==> src/rtl/bitrev_pkg.sv <==
// Shared types and helpers for the bit-reversed address sequencer.
// Latency: n/a (types and constant functions only).
// Backpressure: n/a.
package bitrev_pkg;

    typedef enum logic [1:0] {
        IDLE = 2'd0,
        RUN  = 2'd1,
        DONE = 2'd2
    } state_t;

    // Number of pairs one sweep emits for a given address width.
    function automatic int pair_count(input int addr_w);
`ifdef BITREV_SWAP_ONLY_EN
        return ((1 << addr_w) - (1 << ((addr_w + 1) / 2))) / 2;
`else
        return 1 << addr_w;
`endif
    endfunction

endpackage

==> src/rtl/reverse_vector.sv <==
// Combinational bit-order reversal of a WIDTH-bit vector.
// Latency: 0 cycles (pure wiring).
// Backpressure: none, no storage.
module reverse_vector #(
    parameter int WIDTH = 8
) (
    input  logic [WIDTH-1:0] in_vec,
    output logic [WIDTH-1:0] out_vec
);

    for (genvar i = 0; i < WIDTH; i++) begin : g_bit
        assign out_vec[i] = in_vec[WIDTH-1-i];
    end

endmodule

==> src/rtl/bitrev_addr_sequencer.sv <==
// Sweeps an index 0..2^ADDR_W-1 and emits (index, bit-reversed index) pairs; BITREV_SWAP_ONLY_EN keeps only a<b pairs.
// Latency: first pair valid one cycle after start; done pulses one cycle after the last pair.
// Backpressure: valid/ready; a stalled pair holds addr_a/addr_b/out_valid stable until accepted.
module bitrev_addr_sequencer
    import bitrev_pkg::*;
#(
    parameter int ADDR_W = 10
) (
    input  logic              clk,
    input  logic              nrst,
    input  logic              start,
    input  logic              abort,
    input  logic              out_ready,
    output logic              out_valid,
    output logic [ADDR_W-1:0] addr_a,
    output logic [ADDR_W-1:0] addr_b,
    output logic              busy,
    output logic              done
);

    localparam logic [ADDR_W-1:0] LAST_IDX = '1;

    state_t            state_q, state_d;
    logic [ADDR_W-1:0] cnt_q, cnt_d;
    logic [ADDR_W-1:0] rev_cnt;
    logic              emit;
    logic              advance;

    reverse_vector #(.WIDTH(ADDR_W)) u_rev (
        .in_vec  (cnt_q),
        .out_vec (rev_cnt)
    );

`ifdef BITREV_SWAP_ONLY_EN
    // Self-mapped and already-swapped indices are walked past without a handshake.
    assign emit = (cnt_q < rev_cnt);
`else
    assign emit = 1'b1;
`endif

    assign out_valid = (state_q == RUN) && emit;
    assign advance   = (state_q == RUN) && (emit ? out_ready : 1'b1);

    always_ff @(posedge clk or negedge nrst) begin
        if (!nrst) begin
            state_q <= IDLE;
            cnt_q   <= '0;
        end else begin
            state_q <= state_d;
            cnt_q   <= cnt_d;
        end
    end

    always_comb begin
        state_d = state_q;
        cnt_d   = cnt_q;
        if (abort) begin
            state_d = IDLE;
            cnt_d   = '0;
        end else begin
            unique case (state_q)
                IDLE: begin
                    if (start) begin
                        state_d = RUN;
                        cnt_d   = '0;
                    end
                end
                RUN: begin
                    if (advance) begin
                        if (cnt_q == LAST_IDX) begin
                            state_d = DONE;
                        end else begin
                            cnt_d = cnt_q + 1'b1;
                        end
                    end
                end
                DONE: begin
                    state_d = IDLE;
                    cnt_d   = '0;
                end
                default: begin
                    state_d = IDLE;
                    cnt_d   = '0;
                end
            endcase
        end
    end

    assign addr_a = cnt_q;
    assign addr_b = rev_cnt;
    assign busy   = (state_q != IDLE);
    assign done   = (state_q == DONE);

endmodule
==> config.mk <==
export PLATFORM = sky130hd
export DESIGN_NAME = bitrev_addr_sequencer
export DESIGN_NICKNAME = d
export VERILOG_FILES = /design/src/rtl/bitrev_pkg.sv /design/src/rtl/reverse_vector.sv /design/src/rtl/bitrev_addr_sequencer.sv
export SDC_FILE = /design/constraint.sdc
export NUM_CORES = 1
export LEC_CHECK = 0
export CELL_PAD_IN_SITES_DETAIL_PLACEMENT = 0
export CELL_PAD_IN_SITES_GLOBAL_PLACEMENT = 2
export CORE_MARGIN = 3
export CORE_UTILIZATION = 26
export DETAILED_ROUTE_END_ITERATION = 6
export PLACE_DENSITY = 0.77
export SLEW_MARGIN = 20
export SYNTH_ARGS = -nofsm -noshare
export SYNTH_HDL_FRONTEND = slang
export SYNTH_SLANG_ARGS = --single-unit
==> constraint.sdc <==
create_clock -name clk -period 2.1 [get_ports clk]
set_clock_uncertainty 0.1 [all_clocks]
set_input_delay 0.42 -clock clk [delete_from_list [all_inputs] [get_ports clk]]
set_output_delay 0.42 -clock clk [all_outputs]
set_load 0.02 [all_outputs]
==> run metrics, run 1 <==
async set or reset register ratio after synthesis=1.00; final cell utilization of the core=0.362; overall routed net length=1990 um; clock share of power=0.324; static leakage=0.438 nW; Die ar.=0.00389 sq mm; most frequently used cell type in the post-synthesis netlist=dfrtp_1; worst voltage drop across the vdd grid=0.000238 V; drt via density=4.99; Metal-1 WL=1000 um; top-area cell type share of the netlist area=0.364; critical path class=reg -> out; run status=finished clean; combinational share of power=0.134; Post CTS Setup Buffer Count=0; internal reg-to-reg setup slack=180 ps; buffers added on ports=27; CP required=1580 ps; fill cell count=323; met3 routed wirelength=135 um; Cell Int Power=0.000327 W; instance count of the mapped netlist=89; netlist area before placement=826 sq um; buffer depth of the longest clock path=2; TritonCTS Buffers=3; synthesized net count=95; global router's overall resource usage=0.102; routed wl met2=843 um; main flop type after synthesis=dfrtp_1; num ports=28; post-CTS clock slew at the launch and capture registers of the worst setup and hold paths=80 ps; setup TNS=0 ps; Largest delay share family, worst path=buffers and inverters; Reg power frac=0.542; sequential-to-total area share from yosys stat=0.364; number of optimization iterations in the first detailed-route pass=4; Syn-to-layout area delta=27.0%; core region area=0.00290 sq mm; total global routing overflow=0; clock tree from TritonCTS=yes; total design power=0.000440 W; average detailed-routed wire length per instance=13.6 um; root buffer cell=clkbuf_4; placed wire-length estimate=1430 um; vias after detailed routing=734; final hold violation count=0; number of global-route vias before repair=695; Commonest cells post-synth=12 x dfrtp_1, 10 x buf_4, 7 x a31oi_1, 7 x nand2_1, 5 x nand3_1; Setup crit end kind=output port; count of nets left with antenna violations after detail routing=0; first-pass GRT wire length=3240 um; EDFF count, synth=0; time the final worst path needs with I/O delays and setup=2020 ps; CP Launch Type=flop; number of sinks on the clock net=12; final setup vio count=0; type of the worst min-delay path=in -> async; number of DRC markers in iteration 0=26; final period utilization=0.960; Final Wtd Congestion=0.769; switching portion of total power=0.257; Avg Synthesized Cell Area=9.28 sq um; CP Cell Sequence=clkdlybuf4s50_1; Die X=62.4 um; worst-margin pin slew=552 ps; Synthesis Warnings=0; maximum single-stage delay on the critical path=670 ps; cell accounting for the most synthesized area=dfrtp_1; highest clock rate=0.496 GHz; diodes inserted=0; Data arrival, critical path=1500 ps; standard-cell row count=19; final-stage net count=113; total of flip-flops plus latches after synthesis=12; share of cells above drive strength 1=0.105; Worst-Skew Late Latency=270 ps; synth top area cells=dfrtp_1 36%, buf_4 9.1%, a31oi_1 5.3%; Buffers & Inverters on Critical Path=1; starting density of the core=0.285; remaining routing DRC violations=0; setup repair after global routing missed its margin=false; Final Max Tran Viols=0; Die Y=62.4 um; max-slew headroom at the worst pin=0.631; pin count of the biggest net entering global routing=13; Worst path slowest cell=clkdlybuf4s50_1; number of antenna violations at the first check in global routing=0; count of maximum capacitance violations=0; maximum level of the CTS H-tree=1; switching power total=0.000113 W; count of different cell masters after synthesis=36; top metal layer carrying routed signals=met4; top fanout value on the critical path=11; power per unit of standard cell area=420 mW/mm^2; Worst Hold Slack=398 ps; CTS Hold Bufs=0
-- registers in the layout, indices dropped and copies added, names as in the netlist --
| name | flops |
|---|---|
| addr_a | 10 |
| state_q | 2 |
-- routing by layer --
layer	vias up	track usage
li1	358	-
met4	0	0.0165
met1	345	0.147
met5	-	0
met3	2	0.0342
met2	29	0.149
-- per-stage QoR --
step / setup WS (ps) / instance area [sq um] / std cells
finish: 85.0 / 1050 / 147
global route: 16.7 / 1050 / 147
CTS: 42.7 / 1050 / 147
detailed placement: 171 / 1030 / 144
global placement: 182 / 1030 / 144
floorplan: 294 / 826 / 89
-- placed cells by master, fill, tap and decap left out, drive strengths merged --
cell type,instances
nor3b,2
nor2b,3
inv,1
and3,2
or2,1
mux2i,1
a21oi,3
nand4,1
nand2,8
a31oi,7
ha,1
a22o,1
dlygate4sd2,1
o221ai,1
and4,2
a21o,4
clkbuf,3
o21ai,4
nor2,5
mux2,1
a41oi,1
nand3,5
nor3,3
clkdlybuf4s50,26
o311ai,1
dfrtp,12
buf,1
a31o,2
nand4bb,1
nand4b,1
-- final timing paths --
check	start	end	cells after the start
max in group asynchronous	nrst	state_q[0]	1
hold / removal	nrst	addr_a[9]	1
setup reg to reg	addr_a[1]	addr_a[0]	5
hold reg to reg	addr_a[7]	addr_a[7]	1
setup / recovery	addr_a[9]	addr_a[9]	1
min in group clk	addr_a[7]	addr_a[7]	1
-- area by class of cell --
class | instances | area (sq um) | share of cell area
clock buffer | 3 | 22.5 | 0.0215
inverter | 1 | 3.75 | 0.00358
multi-input combinational | 61 | 392 | 0.374
sequential | 12 | 302 | 0.288
tap | 42 | 52.6 | 0.0501
timing repair buffer | 28 | 277 | 0.264
-- cell families after synthesis --
logic type / share of synthesized area
compound gates: 0.195
flops: 0.364
simple gates: 0.238
buf+inv: 0.162
fa+ha+maj: 0.0151
mux: 0.0258
-- repair_timing --
action | CTS | global route
resized for setup | 1 | 1
endpoints found under the setup margin | 1 | 2
gates cloned | 0 | 0
-- power groups by stage --
stage                     Combinational (W)  Sequential (W)  Clock (W)
after floorplan                   0.0000333        0.000241          0
after detailed placement          0.0000601        0.000243          0
after CTS                         0.0000596        0.000238   0.000152
final                             0.0000591        0.000238   0.000142
after global placement            0.0000606        0.000242          0
after global routing              0.0000648        0.000239   0.000160
(Power assumes the default switching activity.)
==> run 2, diff against run 1 <==
--- a/config.mk
+++ b/config.mk
@@ -10,6 +10,7 @@
 export CORE_MARGIN = 3
 export CORE_UTILIZATION = 26
 export DETAILED_ROUTE_END_ITERATION = 6
+export MAX_ROUTING_LAYER = met4
 export PLACE_DENSITY = 0.77
 export SLEW_MARGIN = 20
 export SYNTH_ARGS = -nofsm -noshare
==> run metrics, run 2 (same netlist as run 1, synthesis figures left out) <==
final-stage net count=113 (unchanged); starting density of the core=0.285 (unchanged); top fanout value on the critical path=11 (unchanged); final setup vio count=0 (unchanged); Final Wtd Congestion=0.780 (+1.3%); storage element area=302 sq um (unchanged); total design power=0.000440 W (unchanged); maximum level of the CTS H-tree=1 (unchanged); Final Max Tran Viols=0 (unchanged); pre-CTS setup slack=171 ps (unchanged); maximum single-stage delay on the critical path=670 ps (about the same); vias after detailed routing=734 (unchanged); total global routing overflow=0 (unchanged); count of nets left with antenna violations after detail routing=0 (unchanged); TritonCTS Buffers=3 (unchanged); internal reg-to-reg setup slack=180 ps (about the same); time the final worst path needs with I/O delays and setup=2020 ps (-0.000300 ps); number of global-route vias before repair=695 (unchanged); combinational share of power=0.134 (about the same); share of cells above drive strength 1=0.105 (unchanged); clock share of power=0.324 (about the same); Reg power frac=0.542 (about the same); setup TNS=0 ps (unchanged); number of optimization iterations in the first detailed-route pass=4 (unchanged); area of the multi-input gates=392 sq um (unchanged); remaining routing DRC violations=0 (unchanged); setup repair after global routing missed its margin=false; CP Launch Type=flop; final hold violation count=0 (unchanged); type of the worst min-delay path=in -> async; core region area=0.00290 sq mm (unchanged); worst voltage drop across the vdd grid=0.000238 V (unchanged); first-pass GRT wire length=3250 um (+0.19%); switching portion of total power=0.257 (unchanged); Setup crit end kind=output port; number of DRC markers in iteration 0=26 (unchanged); worst reg2reg endpoint=addr_a[0]; Worst Reg-to-Reg Cells=5 (unchanged); buffer depth of the longest clock path=2 (unchanged); clock tree from TritonCTS=yes; beginning of the worst register-to-register path=addr_a[1]; Largest delay share family, worst path=buffers and inverters; post-CTS clock slew at the launch and capture registers of the worst setup and hold paths=80 ps (about the same); Cell Int Power=0.000327 W (unchanged); Syn-to-layout area delta=27.0% (unchanged); Worst path slowest cell=clkdlybuf4s50_1; commonest non-fill, non-tap cell in the layout=clkdlybuf4s50_1; Worst Hold Slack=398 ps (+0.00100 ps); fill cell count=323 (unchanged); pin count of the biggest net entering global routing=13 (unchanged); placed wire-length estimate=1430 um (unchanged); highest clock rate=0.496 GHz (unchanged); final cell utilization of the core=0.362 (unchanged); switching power total=0.000113 W (unchanged); Final WS setup=85.0 ps (+0.000300 ps); Die ar.=0.00389 sq mm (unchanged); CP Cell Sequence=clkdlybuf4s50_1; number of antenna violations at the first check in global routing=0 (unchanged); power per unit of standard cell area=420 mW/mm^2 (unchanged); worst-margin pin slew=552 ps (unchanged); Buffers & Inverters on Critical Path=1 (unchanged); buffers added on ports=27 (unchanged); average detailed-routed wire length per instance=13.6 um (unchanged); standard-cell row count=19 (unchanged); num ports=28 (unchanged); static leakage=0.438 nW (unchanged); drt via density=4.99 (unchanged); diodes inserted=0 (unchanged); Die Y=62.4 um (unchanged); count of maximum capacitance violations=0 (unchanged); critical path class=reg -> out; leading cell types in the layout, fill and taps excluded=26 x clkdlybuf4s50_1, 11 x dfrtp_1, 7 x nand2_1, 7 x a31oi_1, 5 x nand3_1; CP required=1580 ps (about the same); root buffer cell=clkbuf_4; Die X=62.4 um (unchanged); Largest register FFs=10 (unchanged); Worst-Skew Late Latency=270 ps (about the same); global router's overall resource usage=0.105 (+0.00287); Data arrival, critical path=1500 ps (about the same); overall routed net length=1990 um (unchanged); number of sinks on the clock net=12 (unchanged); run status=finished clean; max-slew headroom at the worst pin=0.631 (unchanged); CTS Hold Bufs=0 (unchanged); final period utilization=0.960 (about the same)
[run 2: cell type report]
class                           count  area share
Clock buffer                        3      0.0215
Inverter                            1     0.00358
Multi-Input combinational cell     61       0.374
Sequential cell                    12       0.288
Tap cell                           42      0.0501
Timing Repair Buffer               28       0.264
[run 2: power by group through the flow]
stage          registers (W)   logic, W  clock network [W]
2_1_floorplan       0.000241  0.0000333                  0
3_3_place_gp        0.000242  0.0000606                  0
3_5_place_dp        0.000243  0.0000601                  0
4_1_cts             0.000238  0.0000596           0.000152
5_1_grt             0.000239  0.0000648           0.000160
6_report            0.000238  0.0000591           0.000142
[run 2: repair_timing]
item | CTS | global route
buffers inserted | 0 | 0
gates resized for setup | 1 | 1
endpoints found under the setup margin | 1 | 2
[run 2: worst max path at each step]
stage	startpoint	endpoint	slack (ps)	depth (start not counted)
after floorplan	addr_a[0]	addr_a[5]	290	6
after global placement	abort	addr_a[6]	180	5
after detailed placement	abort	addr_a[6]	170	5
after CTS	state_q[0]	out_valid	40	2
after global routing	addr_a[9]	addr_b[0]	20	1
final	addr_a[9]	addr_a[9]	80	1
[run 2: metrics by stage]
stage / instances / instance area [sq um]
final: 147 / 1050
after global routing: 147 / 1050
after CTS: 147 / 1050
after detailed placement: 144 / 1030
after global placement: 144 / 1030
after floorplan: 89 / 826
[run 2: layer usage]
| layer | wire (um) | vias to the layer above | part of all wire | GRT usage |
|---|---|---|---|---|
| met5 | 0 | - | 0 | - |
| li1 | - | 358 | - | - |
| met1 | 1000 | 345 | 0.50 | 0.147 |
| met4 | 12 | 0 | 0.0060 | 0.0165 |
| met3 | 135 | 2 | 0.068 | 0.0342 |
| met2 | 843 | 29 | 0.42 | 0.149 |
==> run 3, diff against run 2 <==
--- a/config.mk
+++ b/config.mk
@@ -10,6 +10,7 @@
 export CORE_MARGIN = 3
 export CORE_UTILIZATION = 26
 export DETAILED_ROUTE_END_ITERATION = 6
+export HOLD_SLACK_MARGIN = 0.05
 export MAX_ROUTING_LAYER = met4
 export PLACE_DENSITY = 0.77
 export SLEW_MARGIN = 20
==> constraint.sdc (replaced) <==
create_clock -name clk -period 2.1 [get_ports clk]
set_clock_uncertainty 0.1 [all_clocks]
set_input_delay 0.42 -clock clk [delete_from_list [all_inputs] [get_ports clk]]
set_output_delay 0.42 -clock clk [all_outputs]
set_load 0.005 [all_outputs]
==> run metrics, run 3 (same netlist as run 1, synthesis figures left out) <==
count of nets left with antenna violations after detail routing=0 (unchanged); Die X=62.4 um (unchanged); maximum level of the CTS H-tree=1 (unchanged); overall routed net length=2070 um (+3.7%); Cell Int Power=0.000327 W (+0.18%); top fanout value on the critical path=9 (-2); standard-cell row count=19 (unchanged); static leakage=0.437 nW (-0.30%); vias after detailed routing=739 (+0.68%); time the final worst path needs with I/O delays and setup=2010 ps (-9.71 ps); Data arrival, critical path=1490 ps (about the same); Reg power frac=0.547 (+0.005); Final Wtd Congestion=0.812 (+4.1%); type of the worst min-delay path=in -> async; drt via density=5.03 (+0.68%); core region area=0.00290 sq mm (unchanged); total global routing overflow=0 (unchanged); clock share of power=0.331 (+0.007); commonest non-fill, non-tap cell in the layout=clkdlybuf4s50_1; root buffer cell=clkbuf_4; switching power total=0.000108 W (-4.6%); number of sinks on the clock net=12 (unchanged); num ports=28 (unchanged); average detailed-routed wire length per instance=14.1 um (+3.7%); number of antenna violations at the first check in global routing=0 (unchanged); remaining routing DRC violations=0 (unchanged); CTS Hold Bufs=0 (unchanged); power per unit of standard cell area=415 mW/mm^2 (-1.1%); placed insts=144 (unchanged); Largest register FFs=10 (unchanged); starting density of the core=0.285 (unchanged); final-stage net count=113 (unchanged); post-CTS clock slew at the launch and capture registers of the worst setup and hold paths=80 ps (about the same); TritonCTS Buffers=3 (unchanged); Die Y=62.4 um (unchanged); switching portion of total power=0.248 (-0.00924); total design power=0.000435 W (-1.1%); run status=finished clean; final period utilization=0.955 (-0.00463); final standard cell count with taps included and fillers excluded=147 (unchanged); number of DRC markers in iteration 0=33 (+27%); count of maximum capacitance violations=0 (unchanged); buffer depth of the longest clock path=2 (unchanged); pin count of the biggest net entering global routing=13 (unchanged); number of global-route vias before repair=736 (+5.9%); max-slew headroom at the worst pin=0.614 (-0.0173); Die ar.=0.00389 sq mm (unchanged); number of optimization iterations in the first detailed-route pass=4 (unchanged); share of cells above drive strength 1=0.0952 (-0.00952); Final Max Tran Viols=0 (unchanged); Post CTS Setup Buffer Count=0 (unchanged); CP Launch Type=flop; clock tree from TritonCTS=yes; post-CTS sizing=0 (-1); first-pass GRT wire length=3680 um (+13%); worst-margin pin slew=578 ps (+25.8 ps); Syn-to-layout area delta=27.0% (unchanged); critical path class=reg -> out; highest clock rate=0.499 GHz (+0.48%); buffers added on ports=27 (unchanged); Setup crit end kind=output port; diodes inserted=0 (unchanged); final setup vio count=0 (unchanged); setup TNS=0 ps (unchanged); Worst-Skew Late Latency=270 ps (about the same); setup repair after global routing missed its margin=false; combinational share of power=0.122 (-0.012); CP required=1580 ps (about the same); placed wire-length estimate=1450 um (+1.6%); global router's overall resource usage=0.118 (+0.0130); leading cell types in the layout, fill and taps excluded=27 x clkdlybuf4s50_1, 12 x dfrtp_1, 7 x nand2_1, 7 x a31oi_1, 5 x nand3_1; final hold violation count=0 (unchanged); worst voltage drop across the vdd grid=0.000257 V (+8.1%)
-- run 3: cell types whose count changed in the layout (fill, tap and decap cells not counted), sizes merged --
cell,previous run,this run
clkdlybuf4s50,26,27
dlygate4sd2,1,0
-- run 3: routing by layer --
| layer | up-vias | GRT usage | routed length [um] |
|---|---|---|---|
| li1 | 353 | - | - |
| met3 | 2 | 0.0342 | 121 |
| met5 | - | - | 0 |
| met2 | 28 | 0.176 | 909 |
| met4 | 0 | 0.0220 | 12 |
| met1 | 356 | 0.160 | 1020 |
-- run 3: through the flow --
step                hold WS [ps]  setup WS, ps   util  cell area (sq um)
finish                       412          94.7  0.362               1050
global route                 462          29.2  0.362               1050
CTS                          434          81.1  0.362               1050
detailed placement           467           182  0.354               1030
global placement             458           144  0.354               1030
floorplan                   24.4           382      -                826
-- run 3: path summary, 6_finish.rpt --
kind / from / slack [ps] / endpoint / cells after the start
worst max register to register: addr_a[1] / 160 / addr_a[0] / 5
min in group clk: addr_a[7] / 470 / addr_a[7] / 1
max in group asynchronous: nrst / 1110 / addr_a[8] / 1
worst max-delay path: state_q[0] / 90 / busy / 2
worst min register to register: addr_a[7] / 470 / addr_a[7] / 1
worst min-delay path: nrst / 410 / state_q[1] / 1
-- run 3: final cells by class --
cell class	count	area, sq um
Inverter	1	3.75
Timing Repair Buffer	28	278
Multi-Input combinational cell	61	392
Tap cell	42	52.6
Fill cell	324	1850
Sequential cell	12	300
Clock buffer	3	22.5
-- run 3: critical path, cell delays in order (launching register included) --
cell             delay [ps]
dfrtp_1                 470
or2_2                   300
clkdlybuf4s50_1         450
-- run 3: power by group through the flow --
stage	logic (W)	clock network, W	registers [W]
after floorplan	0.0000286	0	0.000240
after global placement	0.0000546	0	0.000243
after detailed placement	0.0000542	0	0.000243
after CTS	0.0000543	0.000153	0.000238
after global routing	0.0000602	0.000158	0.000239
final	0.0000531	0.000144	0.000238
